**src/rtl/axi_lite_mst_seq.sv**
```systemverilog
// Purpose : single-outstanding AXI4-Lite master that converts one-cycle wr_cmd/rd_cmd pulses into AW/W/B or AR/R transactions.
// Latency : command at cycle 0, valids at cycle 1; with a zero-wait slave done_out rises at cycle 3 and the next command is accepted in that cycle.
// Backpr. : each valid is held until its own handshake; the FSM waits indefinitely for B/R; commands arriving while busy are dropped (cmd_drop pulse).
//
// Optional macro AXI_LITE_MST_CMD_BUF_EN: adds a one-entry command buffer (type, addr, data).
// A command arriving while busy is then held instead of dropped and is launched from IDLE on the
// cycle after the current completion. A command that finds the buffer full is dropped.
//
// Ports: clk/rstn (async active-low reset); addr_in/data_in/wr_cmd/rd_cmd from the command block;
// done_out/status_out/rdata_out/busy/cmd_drop back to it; m_aw*/m_w*/m_b*/m_ar*/m_r* AXI4-Lite master.
module axi_lite_mst_seq #(
    parameter int         ADDR_W = 32,
    parameter int         DATA_W = 32,
    parameter logic [2:0] PROT   = 3'b000
) (
    input  logic                clk,
    input  logic                rstn,
    input  logic [ADDR_W-1:0]   addr_in,
    input  logic [DATA_W-1:0]   data_in,
    input  logic                wr_cmd,
    input  logic                rd_cmd,
    output logic                done_out,
    output logic [1:0]          status_out,
    output logic [DATA_W-1:0]   rdata_out,
    output logic                busy,
    output logic                cmd_drop,
    output logic [ADDR_W-1:0]   m_awaddr,
    output logic [2:0]          m_awprot,
    output logic                m_awvalid,
    input  logic                m_awready,
    output logic [DATA_W-1:0]   m_wdata,
    output logic [DATA_W/8-1:0] m_wstrb,
    output logic                m_wvalid,
    input  logic                m_wready,
    input  logic [1:0]          m_bresp,
    input  logic                m_bvalid,
    output logic                m_bready,
    output logic [ADDR_W-1:0]   m_araddr,
    output logic [2:0]          m_arprot,
    output logic                m_arvalid,
    input  logic                m_arready,
    input  logic [DATA_W-1:0]   m_rdata,
    input  logic [1:0]          m_rresp,
    input  logic                m_rvalid,
    output logic                m_rready
);

    typedef enum logic [2:0] {IDLE, WR_REQ, WR_RESP, RD_REQ, RD_RESP} state_t;

    state_t              state_q, state_d;
    logic                launch_wr, launch_rd, store, drop;
    logic [ADDR_W-1:0]   launch_addr;
    logic [DATA_W-1:0]   launch_data;
    logic                aw_ok, w_ok;

`ifdef AXI_LITE_MST_CMD_BUF_EN
    logic                buf_vld;
    logic                buf_wr;
    logic [ADDR_W-1:0]   buf_addr;
    logic [DATA_W-1:0]   buf_data;
`endif

    assign m_awprot = PROT;
    assign m_arprot = PROT;
    assign busy     = (state_q != IDLE);

    // A channel counts as done once its valid has dropped or is handshaking this cycle.
    assign aw_ok = ~m_awvalid | m_awready;
    assign w_ok  = ~m_wvalid  | m_wready;

    always_ff @(posedge clk or negedge rstn) begin
        if (!rstn) state_q <= IDLE;
        else       state_q <= state_d;
    end

    always_comb begin
        state_d     = state_q;
        launch_wr   = 1'b0;
        launch_rd   = 1'b0;
        launch_addr = addr_in;
        launch_data = data_in;
        store       = 1'b0;
        drop        = 1'b0;
        case (state_q)
            IDLE: begin
`ifdef AXI_LITE_MST_CMD_BUF_EN
                // A buffered command goes first; a fresh command in the same cycle takes its slot.
                if (buf_vld) begin
                    launch_wr   = buf_wr;
                    launch_rd   = ~buf_wr;
                    launch_addr = buf_addr;
                    launch_data = buf_data;
                    store       = wr_cmd | rd_cmd;
                    drop        = wr_cmd & rd_cmd;
                end else
`endif
                begin
                    // Simultaneous pulses: the write wins, the read is discarded.
                    launch_wr = wr_cmd;
                    launch_rd = rd_cmd & ~wr_cmd;
                    drop      = wr_cmd & rd_cmd;
                end
                if (launch_wr)      state_d = WR_REQ;
                else if (launch_rd) state_d = RD_REQ;
            end
            WR_REQ:  if (aw_ok && w_ok) state_d = WR_RESP;
            WR_RESP: if (m_bvalid)      state_d = IDLE;
            RD_REQ:  if (m_arready)     state_d = RD_RESP;
            RD_RESP: if (m_rvalid)      state_d = IDLE;
            default: state_d = IDLE;
        endcase
        if (state_q != IDLE && (wr_cmd || rd_cmd)) begin
`ifdef AXI_LITE_MST_CMD_BUF_EN
            if (!buf_vld) begin
                store = 1'b1;
                drop  = wr_cmd & rd_cmd;
            end else begin
                drop  = 1'b1;
            end
`else
            drop = 1'b1;
`endif
        end
    end

    always_ff @(posedge clk or negedge rstn) begin
        if (!rstn) begin
            done_out   <= 1'b0;
            status_out <= 2'b00;
            rdata_out  <= '0;
            cmd_drop   <= 1'b0;
            m_awaddr   <= '0;
            m_awvalid  <= 1'b0;
            m_wdata    <= '0;
            m_wstrb    <= '0;
            m_wvalid   <= 1'b0;
            m_bready   <= 1'b0;
            m_araddr   <= '0;
            m_arvalid  <= 1'b0;
            m_rready   <= 1'b0;
`ifdef AXI_LITE_MST_CMD_BUF_EN
            buf_vld    <= 1'b0;
            buf_wr     <= 1'b0;
            buf_addr   <= '0;
            buf_data   <= '0;
`endif
        end else begin
            cmd_drop <= drop;
            if (launch_wr) begin
                m_awaddr  <= launch_addr;
                m_wdata   <= launch_data;
                m_wstrb   <= '1;
                m_awvalid <= 1'b1;
                m_wvalid  <= 1'b1;
                done_out  <= 1'b0;
            end
            if (launch_rd) begin
                m_araddr  <= launch_addr;
                m_arvalid <= 1'b1;
                done_out  <= 1'b0;
            end
            case (state_q)
                WR_REQ: begin
                    if (m_awready)     m_awvalid <= 1'b0;
                    if (m_wready)      m_wvalid  <= 1'b0;
                    if (aw_ok && w_ok) m_bready  <= 1'b1;
                end
                WR_RESP: if (m_bvalid) begin
                    m_bready   <= 1'b0;
                    status_out <= m_bresp;
                    done_out   <= 1'b1;
                end
                RD_REQ: if (m_arready) begin
                    m_arvalid <= 1'b0;
                    m_rready  <= 1'b1;
                end
                RD_RESP: if (m_rvalid) begin
                    m_rready   <= 1'b0;
                    rdata_out  <= m_rdata;
                    status_out <= m_rresp;
                    done_out   <= 1'b1;
                end
                default: ;
            endcase
`ifdef AXI_LITE_MST_CMD_BUF_EN
            if (store) begin
                buf_vld  <= 1'b1;
                buf_wr   <= wr_cmd;
                buf_addr <= addr_in;
                buf_data <= data_in;
            end else if (state_q == IDLE && buf_vld) begin
                buf_vld  <= 1'b0;
            end
`endif
        end
    end

endmodule

```
**config.mk**
```make
export PLATFORM = sky130hd
export DESIGN_NAME = axi_lite_mst_seq
export DESIGN_NICKNAME = d
export VERILOG_FILES = /design/src/rtl/axi_lite_mst_seq.sv
export SDC_FILE = /design/constraint.sdc
export NUM_CORES = 1
export LEC_CHECK = 0
export ABC_AREA = 1
export BUFFER_PORTS_ARGS = -buffer_cell sky130_fd_sc_hd__buf_4
export CORE_MARGIN = 2
export CORE_UTILIZATION = 47
export CTS_CLUSTER_DIAMETER = 40
export CTS_CLUSTER_SIZE = 14
export DETAILED_ROUTE_END_ITERATION = 10
export PLACE_DENSITY = 0.81
export SYNTH_ARGS = -nofsm -noshare
export SYNTH_HDL_FRONTEND = slang
export SYNTH_SLANG_ARGS = --single-unit
```
**constraint.sdc**
```tcl
create_clock -name clk -period 1.85 [get_ports clk]
set_input_delay 0.2775 -clock clk [delete_from_list [all_inputs] [get_ports clk]]
set_output_delay 0.2775 -clock clk [all_outputs]
set_load 0.1 [all_outputs]
```
==> results of run 1 <==
==> worst paths after layout <==
check / depth (start not counted) / startpoint / slack, ns / endpoint
setup / recovery: 3 / state_q[2]$_DFFE_PN0P_ / 0.12 / busy
hold / removal: 3 / m_rdata[10] / 0.06 / rdata_out[10]$_DFFE_PN0P_
setup reg to reg: 6 / state_q[0]$_DFFE_PN0P_ / 0.23 / rdata_out[24]$_DFFE_PN0P_
hold reg to reg: 2 / m_wdata[26]$_DFFE_PN0P_ / 0.47 / m_wdata[26]$_DFFE_PN0P_
max in group asynchronous: 3 / rstn / 0.88 / m_wdata[18]$_DFFE_PN0P_
min in group asynchronous: 2 / rstn / 0.36 / m_wdata[1]$_DFFE_PN0P_
==> critical path: cells and delay by family, from the launching register on <==
family	cells	cell delay [ns]
flip-flops	1	0.49
buffers and inverters	2	0.42
AND/OR/NAND/NOR	1	0.13
==> Yosys cell counts, drive strengths merged <==
| library cell | n | area, um^2 |
|---|---|---|
| a21boi | 1 | 7.51 |
| a21oi | 2 | 10.0 |
| buf | 28 | 228 |
| clkbuf | 8 | 30.0 |
| conb | 1 | 3.75 |
| dfrtp | 141 | 3530 |
| inv | 49 | 184 |
| nand2 | 286 | 1080 |
| nand3 | 10 | 60.1 |
| nand3b | 1 | 7.51 |
| nand4 | 1 | 6.26 |
| nor2 | 7 | 50.1 |
| o21ai | 68 | 419 |
| o21bai | 1 | 7.51 |
| o22ai | 1 | 6.26 |
| or2 | 1 | 6.26 |
==> routing by layer <==
| layer | up-vias | routed length (um) | global-route usage (%) |
|---|---|---|---|
| met4 | 0 | 307 | 9.02 |
| met5 | - | 0 | 0 |
| li1 | 2347 | - | - |
| met1 | 2264 | 5850 | 28.6 |
| met3 | 23 | 968 | 5.90 |
| met2 | 198 | 7350 | 38.1 |
==> registers in the layout, indices dropped and copies added, names as in the netlist <==
register	flops
cmd_drop	1
done_out	1
m_araddr	32
m_arvalid	1
m_awaddr	32
m_awvalid	1
m_bready	1
m_rready	1
m_wdata	32
m_wstrb	1
m_wvalid	1
rdata_out	32
state_q	3
status_out	2
==> cells by family after synthesis <==
kind of cell,synth area share [%]
buffers and inverters,7.84
other,0.0665
flip-flops,62.6
AND/OR/NAND/NOR,21.5
AO/OA/AOI/OAI,7.99
==> stage by stage <==
stage	util, %	std cells	hold slack [ns]	cell area (um^2)
after floorplan	-	611	-0.0181	5650
after global placement	65.4	978	0.226	7570
after detailed placement	65.4	978	0.231	7570
after CTS	71.2	1011	0.0429	8240
after global routing	71.2	1011	0.0481	8240
final	71.2	1011	0.0580	8240
==> layout make-up <==
class	instances	area, um^2
multi-input combinational	385	1680
sequential	141	3530
inverter	49	184
clock inverter	10	185
timing repair buffer	261	2000
clock buffer	22	474
tap	143	179
fill	865	3330
==> run_results.csv, run 1 <==
group,metric,value,unit
die,floorplan.io_pins,257,
critical_path,worst_ep_arrival_time,1.45,ns
cts,postCtsSetupBuffers,0,
critical_path,critPathMaxFanout,7,
logic_synthesis,synth-seq-area-share,62.6,%
detailed_routing,post_drt_wl_per_cell,14.3,um
logic_synthesis,netlist_area,5640,um^2
critical_path,worst-setup-path-type,"flip-flop to output pin",
critical_path,crit_path_end_kind,"output pin",
die,core_area,11600,um^2
timing,hold_viol,0,
critical_path,worst-endpoint-required,1.57,ns
die,die-area,12900,um^2
cts,post_cts.resized_instances,0,
cts,ctsLongestPathBuffers,2,
timing,setup_repair_after_global_routing_missed_its_margin,"false",
timing,final_period_minus_worst_setup_slack,1.73,ns
final_layout,most-common-layout-cells,"nand2_1, buf_4, dfrtp_1",
outcome,run_status,"completed",
placed_design,gp_congestion,0.790,
final_layout,diodes,0,
timing,finClkSkew,0.00814,ns
logic_synthesis,synthesis.area_per_instance,9.30,um^2
die,rows,39,
flow_run,max_cap_viol_count,0,
timing,max_freq,578,MHz
cts,cts_tree,"built",
cts,cts_inserted_buffers,17,
grt,via_count_of_the_first_global_routing_pass,4789,
cts,clock_sinks,141,
detailed_routing,route.detailed.drc,0,
timing,setup_viol_count_final,0,
grt,grt_util_all_layers,22.8,%
final_layout,drive_gt1_share,36.9,%
grt,grt_start_max_net_pins,61,
timing,setup_tns_final,0,ns
grt,grt_overflow,0,
timing,worst_slack,0.120,ns
die,dieHeight,114,um
logic_synthesis,ys_ff_latch,141,
placed_design,io_buffers,250,
cts,cts-htree-levels,4,
die,die_width,114,um
cts,clock_tree.root_cell,"clkbuf_16",
detailed_routing,first_pass_iters,5,
detailed_routing,vias_post_dr,4832,
placed_design,post-dp-hpwl,10500,um
die,initial_core_util,48.7,%
placed_design,preCtsSetupSlack,0.236,ns
critical_path,critPathSlowestCell,"dfrtp_1",
final_layout,syn2layout_area_growth,46.2,%
cts,ctsHoldBuffers,1,
worst_hold_path,min_path_type,"primary input to flip-flop",
logic_synthesis,yosys.cell_types.count,25,
final_layout,nNetsFinal,964,
cts,register_clock_pin_slew_on_the_reported_worst_setup_and_hold_paths,0.06,ns
cts,clock_latency,0.41,ns
detailed_routing,route.detailed.vias_per_inst,4.78,
critical_path,slowest_delay,0.49,ns
detailed_routing,drt_iter0_drc,305,
detailed_routing,route.antenna.remaining_nets,0,
final_layout,layout_commonest_cell,"nand2_1",
detailed_routing,routed_wl,14500,um
logic_synthesis,post_synth_inst_count,606,
grt,grt_first_pass_wirelength,23200,um
grt,grt_antenna_before_repair,0,
logic_synthesis,yosys_warnings,0,
critical_path,worstSetupStartpointType,"flip-flop",
timing,layout_worst_path_cycle_share,93.5,%
critical_path,timing.critical_path.cells,"inv_2 -> nand2_4 -> buf_4",
timing,final_max_slew_viol_count,0,
Power of run 1 is not shown: default switching activity piles up to over one toggle a cycle in this logic, so the estimate is an artifact.
==> run 2: changes to the inputs <==
--- a/config.mk
+++ b/config.mk
@@ -5,14 +5,14 @@
 export SDC_FILE = /design/constraint.sdc
 export NUM_CORES = 1
 export LEC_CHECK = 0
-export ABC_AREA = 1
 export BUFFER_PORTS_ARGS = -buffer_cell sky130_fd_sc_hd__buf_4
 export CORE_MARGIN = 2
-export CORE_UTILIZATION = 47
+export CORE_UTILIZATION = 48
+export CTS_BUF_LIST = sky130_fd_sc_hd__clkbuf_8
 export CTS_CLUSTER_DIAMETER = 40
 export CTS_CLUSTER_SIZE = 14
 export DETAILED_ROUTE_END_ITERATION = 10
-export PLACE_DENSITY = 0.81
+export PLACE_DENSITY = 0.83
 export SYNTH_ARGS = -nofsm -noshare
 export SYNTH_HDL_FRONTEND = slang
 export SYNTH_SLANG_ARGS = --single-unit
==> constraint.sdc (replaced) <==
create_clock -name clk -period 1.85 [get_ports clk]
set_input_delay 0.2775 -clock clk [delete_from_list [all_inputs] [get_ports clk]]
set_output_delay 0.2775 -clock clk [all_outputs]
set_load 0.005 [all_outputs]
==> run 2 against run 1 <==
Net effect: sequential cell count stayed put; via count is 22% lower; cell count is 25% lower; sequential share of layout area is 0.95 points higher; clock-buffer cell count is 1 lower; design area is 2.2% lower; non-clock buffer count is 3 higher; die area is 3.4% lower; core utilization is 0.35 points lower; critical endpoint is now status_out[1]$_DFFE_PN0P_.
==> run_results.csv, run 2 <==
group,metric,value,unit
placed_design,gp_congestion,0.812,
critical_path,worst_ep_arrival_time,2.08,ns
outcome,run_status,"completed",
timing,max_freq,571,MHz
detailed_routing,post_drt_wl_per_cell,16.7,um
critical_path,worstSetupStartpointType,"flip-flop",
grt,grt_util_all_layers,21.0,%
critical_path,timing.rr.end,"status_out[1]$_DFFE_PN0P_",
logic_synthesis,synth_top_cell_by_area,"dfrtp_1",
final_layout,multi_input_area,1800,um^2
die,dieHeight,112,um
logic_synthesis,ys_ff_latch,141,
logic_synthesis,post_synth_inst_count,345,
critical_path,reg2reg_setup_slack,0.1,ns
final_layout,layout_commonest_cell,"buf_4",
logic_synthesis,synth_common_cells,"dfrtp_1, mux2_2, buf_4",
cts,cts-htree-levels,4,
cts,cts_tree,"built",
cts,register_clock_pin_slew_on_the_reported_worst_setup_and_hold_paths,0.08,ns
logic_synthesis,synth-seq-area-share,63.6,%
grt,met1_usage,23.1,%
final_layout,final-seq-area,3530,um^2
power_and_ir_drop,leakagePower,3.89,nW
grt,grt_first_pass_wirelength,20200,um
logic_synthesis,async_flop_share,100,%
cts,clock_sinks,141,
timing,finClkSkew,0.00761,ns
grt,busiest_metal_layer_after_global_routing,"met2",
logic_synthesis,synth_edf_count,0,
timing,setup_tns_final,0,ns
timing,final_period_minus_worst_setup_slack,1.75,ns
logic_synthesis,postSynth.topFlopCell,"dfrtp_1",
timing,hold_viol,0,
grt,gr_util_met3,7.40,%
detailed_routing,first_pass_iters,4,
die,die-area,12400,um^2
power_and_ir_drop,power_per_cell_area,1690,nW/um^2
die,rows,39,
critical_path,crit_path_end_kind,"flip-flop",
cts,clock_tree.root_cell,"clkbuf_8",
detailed_routing,route.detailed.drc,0,
grt,grt.met2_usage,36.7,%
critical_path,endpoint,"status_out[1]$_DFFE_PN0P_",
worst_hold_path,min_path_type,"primary input to flip-flop",
worst_hold_path,holdPathStages,2,
critical_path,rr_worst_depth,3,
logic_synthesis,synthDominantCellAreaShare,63.6,%
critical_path,critPathMaxFanout,5,
final_layout,stdcell_count,763,
flow_run,max_cap_viol_count,0,
grt,via_count_of_the_first_global_routing_pass,3997,
timing,layout_worst_path_cycle_share,94.7,%
final_layout,most-common-layout-cells,"buf_4, dfrtp_1, mux2_2",
grt,grt_overflow,0,
timing,transition_time_of_the_tightest_slew_check_pin,0.513,ns
placed_design,io_buffers,250,
die,floorplan.io_pins,257,
final_layout,diodes,0,
cts,clock_latency,0.44,ns
cts,ctsLongestPathBuffers,2,
final_layout,filler_cell_count,812,
timing,worst_slack,0.0976,ns
detailed_routing,route.antenna.remaining_nets,0,
placed_design,post-dp-hpwl,9670,um
detailed_routing,vias_post_dr,3770,
logic_synthesis,yosys.cell_types.count,29,
power_and_ir_drop,vdd_drop_max,0.00110,V
grt,grt_start_max_net_pins,47,
logic_synthesis,netlist_area,5550,um^2
logic_synthesis,post-synth-top-count-cell,"dfrtp_1",
timing,setup_viol_count_final,0,
grt,grt_antenna_before_repair,0,
placed_design,preCtsSetupSlack,0.101,ns
detailed_routing,route.detailed.vias_per_inst,4.94,
cts,cts_inserted_buffers,17,
logic_synthesis,yosys_warnings,0,
die,die_width,112,um
critical_path,timing.critical_path.from,"state_q[0]$_DFFE_PN0P_",
timing,relSlewSlack,65.7,%
critical_path,crit-reg2reg-launch,"state_q[0]$_DFFE_PN0P_",
timing,setup_repair_after_global_routing_missed_its_margin,"false",
logic_synthesis,synth_top_cells_by_area,"dfrtp_1, mux2_2, buf_6",
timing,final_max_slew_viol_count,0,
cts,postCtsSetupBuffers,0,
die,initial_core_util,48.8,%
detailed_routing,drt_iter0_drc,114,
final_layout,drive_gt1_share,68.5,%
critical_path,worst-endpoint-required,2.18,ns
final_layout,nNetsFinal,716,
die,core_area,11400,um^2
final_layout,syn2layout_area_growth,45.2,%
critical_path,worst-setup-path-type,"flip-flop to flip-flop",
placed_design,dp_cells,729,
logic_synthesis,synthesis.area_per_instance,16.1,um^2
detailed_routing,routed_wl,12700,um
## run 2: cell types whose count changed after synthesis, sizes merged, moves of 3 or more
cell | previous run | this run
o21ai | 68 | 4
nand2 | 286 | 2
nand3 | 10 | 1
nor2 | 7 | 4
nand2b | 0 | 3
nor3b | 0 | 3
inv | 49 | 4
clkbuf | 8 | 0
a21oi | 2 | 5
nand3b | 1 | 4
mux2 | 0 | 133
a31oi | 0 | 3
## run 2: worst min-delay path by stage
stage                      from                       end  slack (ns)
global route        addr_in[24]  m_awaddr[24]$_DFFE_PN0P_        0.03
CTS                 addr_in[24]  m_awaddr[24]$_DFFE_PN0P_        0.02
finish              addr_in[24]  m_awaddr[24]$_DFFE_PN0P_        0.06
detailed placement         rstn  m_awaddr[16]$_DFFE_PN0P_        0.18
floorplan                  rstn        cmd_drop$_DFF_PN0_       -0.02
global placement           rstn  m_araddr[16]$_DFFE_PN0P_        0.18
## run 2: cell type report
class                      count  area share (%)
tap                          143            2.22
sequential                   141            43.8
inverter                       4           0.186
clock inverter                11            2.31
timing repair buffer         264            25.6
multi-input combinational    179            22.3
clock buffer                  21            3.59
## run 2: what timing repair did
item	in CTS	in global routing
hold endpoints to repair	31	0
hold buffers	2	0
resized for setup	0	0
## run 2: per-stage QoR
step	utilization [%]	hold slack [ns]	area, um^2	total power [mW]
finish	70.9	0.0604	8060	13.6
global route	70.9	0.0293	8060	14.4
CTS	70.9	0.0215	8060	13.8
detailed placement	66.5	0.184	7560	10.9
global placement	66.5	0.180	7560	10.7
floorplan	-	-0.0181	5570	7.76
## run 2: worst max-delay path, cell delays in order (launching register included)
cell and delay, ns:
dfrtp_1 0.48, nor3b_1 0.50, mux2_2 0.40, mux2_2 0.27
## run 2: where the power goes
part | internal (mW) | leakage, nW | switching, mW
registers | 4.61 | 1.69 | 0.842
clock network | 1.74 | 0.242 | 1.10
logic | 3.47 | 1.96 | 1.85
## run 2: cell families (layout without fill, tap and decap cells)
group	Yosys count	after routing	share of synthesized area [%]
other	1	6	0.0675
flip-flops	141	141	63.6
adder cells (fa/ha/maj)	1	1	0.180
buffers and inverters	30	300	4.44
multiplexers	133	133	27.0
AND/OR/NAND/NOR	20	20	2.61
AO/OA/AOI/OAI	19	19	2.16
## run 2: metal layers
layer,part of all wire (%),vias to the layer above,routed length (um)
li1,-,1729,-
met1,37,1857,4650
met2,53,159,6780
met3,7.6,25,971
met4,2.6,0,330
met5,0,-,0
(Power assumes the default switching activity.)
==> run 3: changes to the inputs <==
--- a/config.mk
+++ b/config.mk
@@ -12,6 +12,7 @@
 export CTS_CLUSTER_DIAMETER = 40
 export CTS_CLUSTER_SIZE = 14
 export DETAILED_ROUTE_END_ITERATION = 10
+export MAX_ROUTING_LAYER = met4
 export PLACE_DENSITY = 0.83
 export SYNTH_ARGS = -nofsm -noshare
 export SYNTH_HDL_FRONTEND = slang
==> run 3 against run 2 <==
Net effect: non-clock buffer count unchanged; global-route usage rose by 0.66 points; maximum frequency barely moved; via count increased by 0.34%; cell count stayed put; clock skew about the same; critical path depth is the same; total power is essentially flat.
==> run_results.csv, run 3 (synthesis results as in run 2) <==
group,metric,value,unit
outcome,run_status,"completed",
cts,postCtsSetupBuffers,0,
grt,grt_start_max_net_pins,47,
detailed_routing,route.detailed.vias_per_inst,4.96,
power_and_ir_drop,power_per_cell_area,1690,nW/um^2
critical_path,critPathMaxFanout,5,
grt,via_count_of_the_first_global_routing_pass,3992,
critical_path,worst_ep_arrival_time,2.08,ns
timing,final_max_slew_viol_count,0,
final_layout,drive_gt1_share,68.5,%
final_layout,nNetsFinal,716,
power_and_ir_drop,vdd_drop_max,0.00110,V
detailed_routing,drt_iter0_drc,113,
worst_hold_path,min_path_type,"primary input to flip-flop",
final_layout,most-common-layout-cells,"buf_4, dfrtp_1, mux2_2",
critical_path,slowest_delay,0.50,ns
placed_design,gp_congestion,0.824,
die,die-area,12400,um^2
flow_run,max_cap_viol_count,0,
die,initial_core_util,48.8,%
critical_path,worst-setup-path-type,"flip-flop to flip-flop",
power_and_ir_drop,leakagePower,3.89,nW
critical_path,timing.critical_path.cells,"nor3b_1 -> mux2_2 -> mux2_2",
critical_path,critPathTopFamily,"multiplexers",
cts,post_cts.resized_instances,0,
detailed_routing,route.antenna.remaining_nets,0,
placed_design,post-dp-hpwl,9670,um
final_layout,syn2layout_area_growth,45.2,%
detailed_routing,first_pass_iters,4,
timing,setup_viol_count_final,0,
power_and_ir_drop,finalPower,13.6,mW
grt,busiest_metal_layer_after_global_routing,"met2",
timing,transition_time_of_the_tightest_slew_check_pin,0.511,ns
timing,setup_repair_after_global_routing_missed_its_margin,"false",
cts,register_clock_pin_slew_on_the_reported_worst_setup_and_hold_paths,0.08,ns
placed_design,placed_area,7560,um^2
cts,clock_sinks,141,
cts,cts_tree,"built",
detailed_routing,post_drt_wl_per_cell,16.7,um
die,floorplan.io_pins,257,
die,dieHeight,112,um
grt,gr_util_met3,7.02,%
detailed_routing,routed_wl,12700,um
critical_path,worst_path_most_repeated_cell,"mux2_2",
cts,cts_inserted_buffers,17,
detailed_routing,route.detailed.drc,0,
grt,grt_overflow,0,
cts,clock_tree.root_cell,"clkbuf_8",
grt,met1_usage,23.2,%
grt,grt.met2_usage,36.8,%
critical_path,cp.buffers_inverters,0,
cts,ctsLongestPathBuffers,2,
critical_path,worstSetupStartpointType,"flip-flop",
timing,worst_slack,0.0970,ns
grt,grt_first_pass_wirelength,20200,um
timing,relSlewSlack,65.8,%
timing,setup_tns_final,0,ns
die,rows,39,
final_layout,final_design_area_no_fill,8060,um^2
placed_design,io_buffers,250,
critical_path,worst-endpoint-required,2.18,ns
critical_path,crit_path_end_kind,"flip-flop",
final_layout,diodes,0,
cts,cts-htree-levels,4,
grt,grt_util_all_layers,21.6,%
cts,clock_latency,0.44,ns
die,core_area,11400,um^2
timing,max_freq,570,MHz
placed_design,preCtsSetupSlack,0.101,ns
die,die_width,112,um
timing,hold_viol,0,
timing,final_period_minus_worst_setup_slack,1.75,ns
detailed_routing,vias_post_dr,3783,
final_layout,layout_commonest_cell,"buf_4",
final_layout,filler_cell_count,812,
timing,layout_worst_path_cycle_share,94.8,%
timing,finClkSkew,0.00762,ns
grt,grt_antenna_before_repair,0,
critical_path,critPathSlowestCell,"nor3b_1",
[run 3: worst paths after layout]
path / startpoint / endpoint / cells past startpoint / slack (ns)
worst max register to register: state_q[0]$_DFFE_PN0P_ / status_out[1]$_DFFE_PN0P_ / 3 / 0.1
min in group asynchronous: rstn / m_araddr[15]$_DFFE_PN0P_ / 2 / 0.30
worst min register to register: done_out$_DFF_PN0_ / done_out$_DFF_PN0_ / 1 / 0.49
max in group asynchronous: rstn / rdata_out[26]$_DFFE_PN0P_ / 3 / 0.90
worst min-delay path: addr_in[24] / m_awaddr[24]$_DFFE_PN0P_ / 2 / 0.06
worst max-delay path: state_q[0]$_DFFE_PN0P_ / status_out[1]$_DFFE_PN0P_ / 3 / 0.1
[run 3: final cells by class]
class | count | area [um^2] | area share [%]
Clock buffer | 21 | 289 | 3.59
Multi-Input combinational cell | 179 | 1800 | 22.3
Sequential cell | 141 | 3530 | 43.8
Timing Repair Buffer | 264 | 2070 | 25.6
Inverter | 4 | 15.0 | 0.186
Tap cell | 143 | 179 | 2.22
Clock inverter | 11 | 186 | 2.31
[run 3: what timing repair did]
item                                    in CTS  in global routing
endpoints found under the setup margin       0                  0
hold endpoints to repair                    31                  0
hold buffers                                 2                  0
[run 3: metal layers]
metal,vias to the layer above,part of all wire (%)
met5,-,0
met4,0,2.3
met3,23,7.5
met2,159,54
met1,1870,36
li1,1731,-
[run 3: per-stage QoR]
stage	utilization, %	std cells	hold slack [ns]
5_1_grt	70.9	763	0.0293
4_1_cts	70.9	763	0.0215
6_report	70.9	763	0.0601
2_1_floorplan	-	350	-0.0181
3_5_place_dp	66.5	729	0.184
3_3_place_gp	66.5	729	0.180
[run 3: report_power, final]
group	internal, mW	switching [mW]	leakage [nW]	total, mW
Clock	1.74	1.10	0.242	2.84
Sequential	4.61	0.841	1.69	5.45
Combinational	3.47	1.85	1.96	5.33
